==> src/rtl/mem_port_sched.sv <==
// Shares one single-port 16-bit synchronous RAM between instruction fetch, data read and data write.
// Byte-addressed little-endian front end; misaligned accesses are split into two word accesses.
module mem_port_sched #(
    parameter int STARVE_LIMIT = 4
) (
    input  logic        clk,
    input  logic        reset,
    input  logic        f_req,
    input  logic [15:0] f_addr,
    output logic [23:0] f_data,
    output logic        f_done,
    input  logic        r_req,
    input  logic [15:0] r_addr,
    output logic [15:0] r_data,
    output logic        r_done,
    input  logic        w_req,
    input  logic [15:0] w_addr,
    input  logic [15:0] w_data,
    input  logic [1:0]  w_be,
    output logic        w_done,
    output logic        mem_en,
    output logic        mem_we,
    output logic [1:0]  mem_be,
    output logic [14:0] mem_addr,
    output logic [15:0] mem_wdata,
    input  logic [15:0] mem_rdata,
    output logic        busy
);
    localparam int CW = $clog2(STARVE_LIMIT + 2);
    localparam logic [CW-1:0] LIMIT = CW'(STARVE_LIMIT);

    typedef enum logic [2:0] {IDLE, ACC0, ACC1, WAIT, DONE} state_t;
    typedef enum logic [1:0] {K_F, K_R, K_W} kind_t;

    state_t        state_q, state_d;
    kind_t         kind_q, kind_d;
    logic [15:0]   addr_q, addr_d;
    logic [15:0]   wdata_q, wdata_d;
    logic [1:0]    be_q, be_d;
    logic          split_q, split_d;
    logic [15:0]   w0_q, w0_d;
    logic [23:0]   f_data_q, f_data_d;
    logic [15:0]   r_data_q, r_data_d;
    logic [CW-1:0] starve_q, starve_d;

    logic          any_req, grant_f, grant_r, grant_w;
    logic [14:0]   word0, word1;

    assign word0 = addr_q[15:1];
    assign word1 = word0 + 15'd1;

    always_comb begin
        any_req = f_req | r_req | w_req;
        grant_f = 1'b0;
        grant_r = 1'b0;
        grant_w = 1'b0;
        if (f_req && starve_q == LIMIT) grant_f = 1'b1;
        else if (w_req)                 grant_w = 1'b1;
        else if (r_req)                 grant_r = 1'b1;
        else if (f_req)                 grant_f = 1'b1;
    end

    always_ff @(posedge clk) begin
        if (!reset) begin
            state_q  <= IDLE;
            kind_q   <= K_F;
            addr_q   <= '0;
            wdata_q  <= '0;
            be_q     <= '0;
            split_q  <= 1'b0;
            w0_q     <= '0;
            f_data_q <= '0;
            r_data_q <= '0;
            starve_q <= '0;
        end else begin
            state_q  <= state_d;
            kind_q   <= kind_d;
            addr_q   <= addr_d;
            wdata_q  <= wdata_d;
            be_q     <= be_d;
            split_q  <= split_d;
            w0_q     <= w0_d;
            f_data_q <= f_data_d;
            r_data_q <= r_data_d;
            starve_q <= starve_d;
        end
    end

    always_comb begin
        state_d  = state_q;
        kind_d   = kind_q;
        addr_d   = addr_q;
        wdata_d  = wdata_q;
        be_d     = be_q;
        split_d  = split_q;
        w0_d     = w0_q;
        f_data_d = f_data_q;
        r_data_d = r_data_q;
        starve_d = starve_q;
        case (state_q)
            IDLE: if (any_req) begin
                if (grant_w) begin
                    kind_d  = K_W;
                    addr_d  = w_addr;
                    wdata_d = w_data;
                    be_d    = w_be;
                    split_d = w_addr[0] & (w_be == 2'b11);
                end else if (grant_r) begin
                    kind_d  = K_R;
                    addr_d  = r_addr;
                    split_d = r_addr[0];
                end else begin
                    kind_d  = K_F;
                    addr_d  = f_addr;
                    split_d = 1'b1;
                end
                // An odd-address write with no lanes enabled touches no word at all.
                state_d = (grant_w && w_addr[0] && w_be == 2'b00) ? DONE : ACC0;
                if (grant_f)                        starve_d = '0;
                else if (f_req && starve_q != LIMIT) starve_d = starve_q + CW'(1);
            end
            ACC0: state_d = split_q ? ACC1 : ((kind_q == K_R) ? WAIT : DONE);
            ACC1: begin
                w0_d    = mem_rdata;
                state_d = (kind_q == K_W) ? DONE : WAIT;
            end
            WAIT: begin
                state_d = DONE;
                if (kind_q == K_F)
                    f_data_d = addr_q[0] ? {mem_rdata, w0_q[15:8]} : {mem_rdata[7:0], w0_q};
                else
                    r_data_d = addr_q[0] ? {mem_rdata[7:0], w0_q[15:8]} : mem_rdata;
            end
            DONE:    state_d = IDLE;
            default: state_d = IDLE;
        endcase
        if (!f_req) starve_d = '0;
    end

    always_comb begin
        mem_en    = 1'b0;
        mem_we    = 1'b0;
        mem_be    = 2'b00;
        mem_addr  = '0;
        mem_wdata = '0;
        if (state_q == ACC0 || state_q == ACC1) begin
            mem_en = 1'b1;
            mem_we = (kind_q == K_W);
            if (kind_q != K_W) begin
                mem_be   = 2'b11;
                mem_addr = (state_q == ACC0) ? word0 : word1;
            end else if (!addr_q[0]) begin
                mem_be    = be_q;
                mem_addr  = word0;
                mem_wdata = wdata_q;
            end else begin
                // Odd address: byte A sits in word0's high lane, byte A+1 in word1's low lane.
                mem_wdata = {wdata_q[7:0], wdata_q[15:8]};
                if (state_q == ACC1 || (!split_q && be_q == 2'b10)) begin
                    mem_addr = word1;
                    mem_be   = 2'b01;
                end else begin
                    mem_addr = word0;
                    mem_be   = 2'b10;
                end
            end
        end
        f_done = (state_q == DONE) && (kind_q == K_F);
        r_done = (state_q == DONE) && (kind_q == K_R);
        w_done = (state_q == DONE) && (kind_q == K_W);
        busy   = (state_q != IDLE);
        f_data = f_data_q;
        r_data = r_data_q;
    end
endmodule

==> config.mk <==
export PLATFORM = sky130hd
export DESIGN_NAME = mem_port_sched
export DESIGN_NICKNAME = d
export VERILOG_FILES = /design/src/rtl/mem_port_sched.sv
export SDC_FILE = /design/constraint.sdc
export NUM_CORES = 1
export LEC_CHECK = 0
export BUFFER_PORTS_ARGS = -buffer_cell sky130_fd_sc_hd__buf_4
export CORE_UTILIZATION = 35
export CTS_BUF_LIST = sky130_fd_sc_hd__clkbuf_4
export CTS_CLUSTER_DIAMETER = 80
export DETAILED_ROUTE_END_ITERATION = 10
export PLACE_DENSITY = 0.56
export SYNTH_ARGS = -nofsm -noshare
export SYNTH_HDL_FRONTEND = slang
export SYNTH_SLANG_ARGS = --single-unit
==> constraint.sdc <==
create_clock -name clk -period 2.38 [get_ports clk]
set_clock_uncertainty 0.1 [all_clocks]
set_input_delay 0.238 -clock clk [delete_from_list [all_inputs] [get_ports clk]]
set_output_delay 0.238 -clock clk [all_outputs]
set_load 0.02 [all_outputs]
# [After elaboration in Yosys (flattened, before gate mapping)]
# Index checks and enable logic that the tools add are counted.
[op_classes] add_sub_neg=2 n_mul=0 div_mod_pow=0 magnitude_cmp=0 eq_ne=12 n_shift=0 muxes=39 bitwise_logic=4 n_reduce_logical=22
[op_table] cell="$mux W16" n=6
[op_table] cell="$mux W15" n=5
[op_table] cell="$mux W24" n=1
[op_table] cell="$mux W3" n=7
[op_table] cell="$add A15 B1 Y15 const B" n=1
[op_table] cell="$mux W1" n=14
[op_table] cell="$pmux W3 S4" n=1
[op_table] cell="$mux W2" n=5
[op_table] cell="$logic_and A1 B1 Y1" n=8
[op_table] cell="$reduce_and A2 Y1" n=4
[op_table] cell="$eq A2 B2 Y1 const B" n=3
[op_table] cell="$eq A3 B2 Y1 const B" n=2
[op_table] cell="$eq A3 B3 Y1 const B" n=2
[op_table] cell="$reduce_and A3 Y1" n=2
[op_table] cell="$logic_not A2 Y1" n=2
[op_table] cell="$ne A2 B2 Y1 const B" n=2
[op_table] cell="$add A3 B1 Y3 const B" n=1
[op_table] cell="$eq A3 B1 Y1 const B" n=1
[op_table] cell="$logic_not A3 Y1" n=1
[op_table] cell="$ne A3 B3 Y1 const B" n=1
[op_table] cell="$reduce_bool A3 Y1" n=1
[op_table] cell="$eq A2 B1 Y1 const B" n=1
[op_table] cell="$logic_or A1 B1 Y1" n=2
[op_table] cell="$or A1 B1 Y1" n=2
[op_table] cell="other kinds (4)" n=4
[word_totals] reg_bits=99 latch_bits=0 ramBits=0 mem_bits_ro=0 inputBits=87 output_inout_bits=79 wordCells=89 mem_count=0

# [Depth between registers and ports, before layout]
[depth] ltp_word=8 ltp_mapped=9 depth_no_buf=7

# [Least setup slack after synthesis]
# OpenSTA, ideal clock, no wires.
[synth_timing] kind="reg-to-output" startpoint="reg state_q[2]" endpoint="out mem_addr[8]" arrival_time_ps=1955 required_time_ps=2042 path_slack_ps=87 stages_incl_launch_ff=7 path_buffers=1 cell_sequence="dfxtp_1 > buf_6 > nor3b_4 > o21ai_2 > a21o_1 > or4_1 > a21oi_1"
[synth_between] elab_chain_cells=6 elab_cells_between_ends=9 classes_between="eq/ne: 2; mux: 5; reduce/logical: 2"
[synth_lines] item="start, declared" line="35" rtl="state_t state_q, state_d;"
[synth_lines] item="start signal, assigned" line="76" rtl="state_q <= state_d;"
[synth_lines] item="$eq A3 B2 Y1" line="146, 159"
[synth_lines] item="$logic_or A1 B1 Y1" line="159" rtl="if (state_q == ACC1 || (!split_q && be_q == 2'b10)) begin"
[synth_lines] item="$mux W15" line="159"
[synth_lines] item="$mux W15" line="152" rtl="end else if (!addr_q[0]) begin"
[synth_lines] item="$mux W15" line="149" rtl="if (kind_q != K_W) begin"
[synth_lines] item="$mux W15 *" line="146" rtl="if (state_q == ACC0 || state_q == ACC1) begin"
[synth_lines] item="end, declared" line="24" rtl="output logic [14:0] mem_addr,"
# Every way passes the cells marked *; elsewhere a longest branch is shown, timed or not.

# [Final worst setup path]
[layout_timing] startpoint="reg split_q" endpoint="out mem_addr[8]"
[layout_between] elab_chain_cells=7
[layout_lines] item="start, declared" line="40" rtl="logic split_q, split_d;"
[layout_lines] item="start signal, assigned" line="81" rtl="split_q <= split_d;"
[layout_lines] item="$logic_not A1 Y1" line="159"
[layout_lines] item="$logic_and A1 B1 Y1" line="159"
[layout_lines] item="$logic_or A1 B1 Y1" line="159"
[layout_lines] item="$mux W15" line="159"
[layout_lines] item="$mux W15" line="152"
[layout_lines] item="$mux W15" line="149"
[layout_lines] item="$mux W15" line="146"
# Every way passes these cells.

==> out/qor.tcl <==
set qor(outcome) {finished with violations}
set qor(failed_checks) {DRC, setup timing}
set qor(final-instance-count-excl-fill) 1086
set qor(final_core_density_pct) 52.44
set qor(yosysSeqAreaShare_pct) 37.32
set qor(h-tree-depth) 3
set qor(minimum_clock_period_after_layout_ns) 2.574
set qor(crit_required_ns) 2.04
set qor(dpl_worst_slack_ns) 0.1220
set qor(postSynthNetCount) 787
set qor(synth-async-reset-ratio_pct) 0
set qor(die_width_um) 125.2
set qor(worst_hold_slack_across_all_endpoints_ns) 0.03844
set qor(setup_viol) 13
set qor(synth_top_area_cell) {sky130_fd_sc_hd__dfxtp_1}
set qor(synth_cell_types) 48
set qor(ant_nets) 0
set qor(critPathMaxStageDelay_ns) 0.53
set qor(synth_ff_type) {sky130_fd_sc_hd__dfxtp_1}
set qor(dpl.hpwl_um) 11740
set qor(ys_warn_count) 0
set qor(postPlaceCellArea_mm2) 0.006748
set qor(setup_slack_ns) -0.1939
set qor(drv.max_cap_violation_count) 0
set qor(grt_pass1_wl_um) 26610
set qor(use_met2_pct) 40.09
set qor(critical_path_arrival_ns) 2.24
set qor(clock_tree_root) {sky130_fd_sc_hd__clkbuf_4}
set qor(worst_setup_path_start_kind) {flip-flop}
set qor(cts_tree) {built}
set qor(drc) 10
set qor(design.core.area_mm2) 0.01464
set qor(grtUsageTotal_pct) 21.02
set qor(worst_setup_path_end_kind) {output port}
set qor(ir_worst_vdd_v) 0.0003432
set qor(floorplan.rows) 44
set qor(met3_usage_pct) 4.664
set qor(number_of_buffers_on_the_longest_clock_path) 2
set qor(relSlewSlack_pct) 55.18
set qor(tightestPinTransition_ns) 0.6724
set qor(final-hold-violation-count) 0
set qor(diodes) 0
set qor(rsz0062_at_grt) {yes}
set qor(fmax_mhz) 388.5
set qor(netlist_area_mm2) 0.005310
set qor(vias) 5655
set qor(power.leakage_nw) 2.990
set qor(finalPower_mw) 4.712
set qor(drt-vias-per-instance) 5.207
set qor(die-area_mm2) 0.01567
set qor(grt_overflow_total) 0
set qor(syn-instance-count) 697
set qor(insertion_delay_ns) 0.49
set qor(drtIter0Drc) 310
set qor(finalSetupTns_ns) -1.239
set qor(globalRoute.busiestLayer) {met2}
set qor(synth_top_cells_by_area) {sky130_fd_sc_hd__dfxtp_1 (37%), sky130_fd_sc_hd__a21oi_1 (8.6%), sky130_fd_sc_hd__mux2i_1 (7.7%)}
set qor(die_height_um) 125.2
set qor(slowest_stage) {sky130_fd_sc_hd__or4_1}
set qor(post_synth.cell_area_avg_um2) 7.618
set qor(post-route-cell-area_mm2) 0.007679
set qor(drt_first_pass_iters) 9
set qor(start_util_pct) 36.26
set qor(final_nets) 987
set qor(post-place-cells) 1014
set qor(antenna_found_initial) 0
set qor(via_count_of_the_first_global_routing_pass) 5472
set qor(critical_path_peak_fanout) 5
set qor(grt_use_met1_pct) 23.30
set qor(wirelength_um) 16690
set qor(finalMaxSlewViolations) 0
set qor(synth.top_cells.by_count) {sky130_fd_sc_hd__nor2_1 (108), sky130_fd_sc_hd__dfxtp_1 (99), sky130_fd_sc_hd__nand2_1 (97), sky130_fd_sc_hd__a21oi_1 (91)}
set qor(design.portCount) 166
set qor(synth_top_area_share_pct) 37.32
set qor(timing.setup.critical_path_class) {flip-flop to output port}
set qor(ys_ff_latch) 99
set qor(p_per_area_mw_per_mm2) 613.7
set qor(detail_route.wl_per_cell_um) 15.37
set qor(synth_enable_flop_cells) 0
set qor(gp_congestion) 0.8263
set qor(timing.final.crit_share_pct) 108.1
set qor(pin_count_of_the_biggest_net_entering_global_routing) 69
set qor(path_clk_slew_ns) 0.13
set qor(drive_gt1_share_pct) 30.71
set qor(clock_sink_count) 99
set qor(port_buffers) 165
set qor(cp_cell_sequence) {nor3b_4 -> o21ai_4 -> a21o_1 -> or4_1 -> a21oi_2 -> buf_4}
set qor(min-delay-path-class) {primary input to flip-flop}
set qor(area.growth.synth_to_final_pct) 44.60
set qor(cts_inserted_buffers) 9
set qor(post-synth-top-count-cell) {sky130_fd_sc_hd__nor2_1}
## state kept, by name, summed over array words and instances (netlist names)
name and cells:
state_q 3, f_data 24, starve_q 3, r_data 16
split_q 1, kind_q 2, addr_q 16, be_q 2
wdata_q 16, w0_q 16
## what timing repair did
item / in CTS / in global routing
hold buffers: 39 / 0
endpoints found under the hold margin: 59 / 0
buffers inserted: 11 / 7
pin swaps: 15 / 16
gates cloned: 0 / 0
resized for setup: 27 / 35
setup endpoints to repair: 34 / 34
## layout make-up
| cell class | instances | area, um^2 |
|---|---|---|
| clock buffer | 9 | 67.56 |
| sequential | 99 | 2003 |
| multi-input combinational | 511 | 3153 |
| tap | 184 | 230.2 |
| clock inverter | 7 | 75.07 |
| timing repair buffer | 250 | 2049 |
| fill | 1425 | 6965 |
| inverter | 26 | 100.1 |
## critical path, delay by kind of cell, from the launching register on
kind / cells / cell delay, ns
AND/OR/NAND/NOR: 2 / 0.79
AO/OA/AOI/OAI: 3 / 0.45
flip-flops: 1 / 0.37
buffers and inverters: 1 / 0.15
## routing by layer
metal	vias to the layer above	routed length, um
met4	0	207
met5	-	0
met1	2670	6947
met3	19	623
met2	118	8911
li1	2848	-
## final timing paths
check             slack (ns)        from  cells after the start          end
setup reg to reg        0.17  state_q[0]                      8    addr_q[9]
setup / recovery       -0.19     split_q                      6  mem_addr[8]
hold / removal          0.04   f_addr[3]                      3    addr_q[3]
hold reg to reg         0.37     w0_q[0]                      2      w0_q[0]
## cell usage in the layout (no fill, tap or decap), types with 8 or more instances in the layout
| cell | instances |
|---|---|
| sky130_fd_sc_hd__a211oi_1 | 41 |
| sky130_fd_sc_hd__a21oi_1 | 87 |
| sky130_fd_sc_hd__a31oi_1 | 17 |
| sky130_fd_sc_hd__buf_4 | 199 |
| sky130_fd_sc_hd__buf_6 | 8 |
| sky130_fd_sc_hd__clkbuf_4 | 9 |
| sky130_fd_sc_hd__dfxtp_1 | 84 |
| sky130_fd_sc_hd__dfxtp_2 | 14 |
| sky130_fd_sc_hd__dlygate4sd3_1 | 39 |
| sky130_fd_sc_hd__inv_1 | 24 |
| sky130_fd_sc_hd__mux2i_1 | 41 |
| sky130_fd_sc_hd__nand2_1 | 96 |
| sky130_fd_sc_hd__nand3_1 | 9 |
| sky130_fd_sc_hd__nor2_1 | 104 |
| sky130_fd_sc_hd__nor2b_1 | 11 |
| sky130_fd_sc_hd__o221ai_1 | 15 |
| sky130_fd_sc_hd__xnor2_1 | 9 |
## where the power goes
| part | leakage [nW] | switching [mW] | internal, mW |
|---|---|---|---|
| clock | 0.0742 | 0.607 | 0.327 |
| combinational | 2.11 | 1.03 | 0.819 |
| sequential | 0.811 | 0.118 | 1.81 |
## logic make-up after synthesis
| logic type | share of synthesized area [%] |
|---|---|
| compound gates | 24.18 |
| simple gates | 21.14 |
| buf+inv | 7.281 |
| flops | 37.32 |
| mux | 7.728 |
| fa+ha+maj | 0.7070 |
| xor+xnor | 1.649 |
No activity file was read; power rests on OpenSTA's default activity.
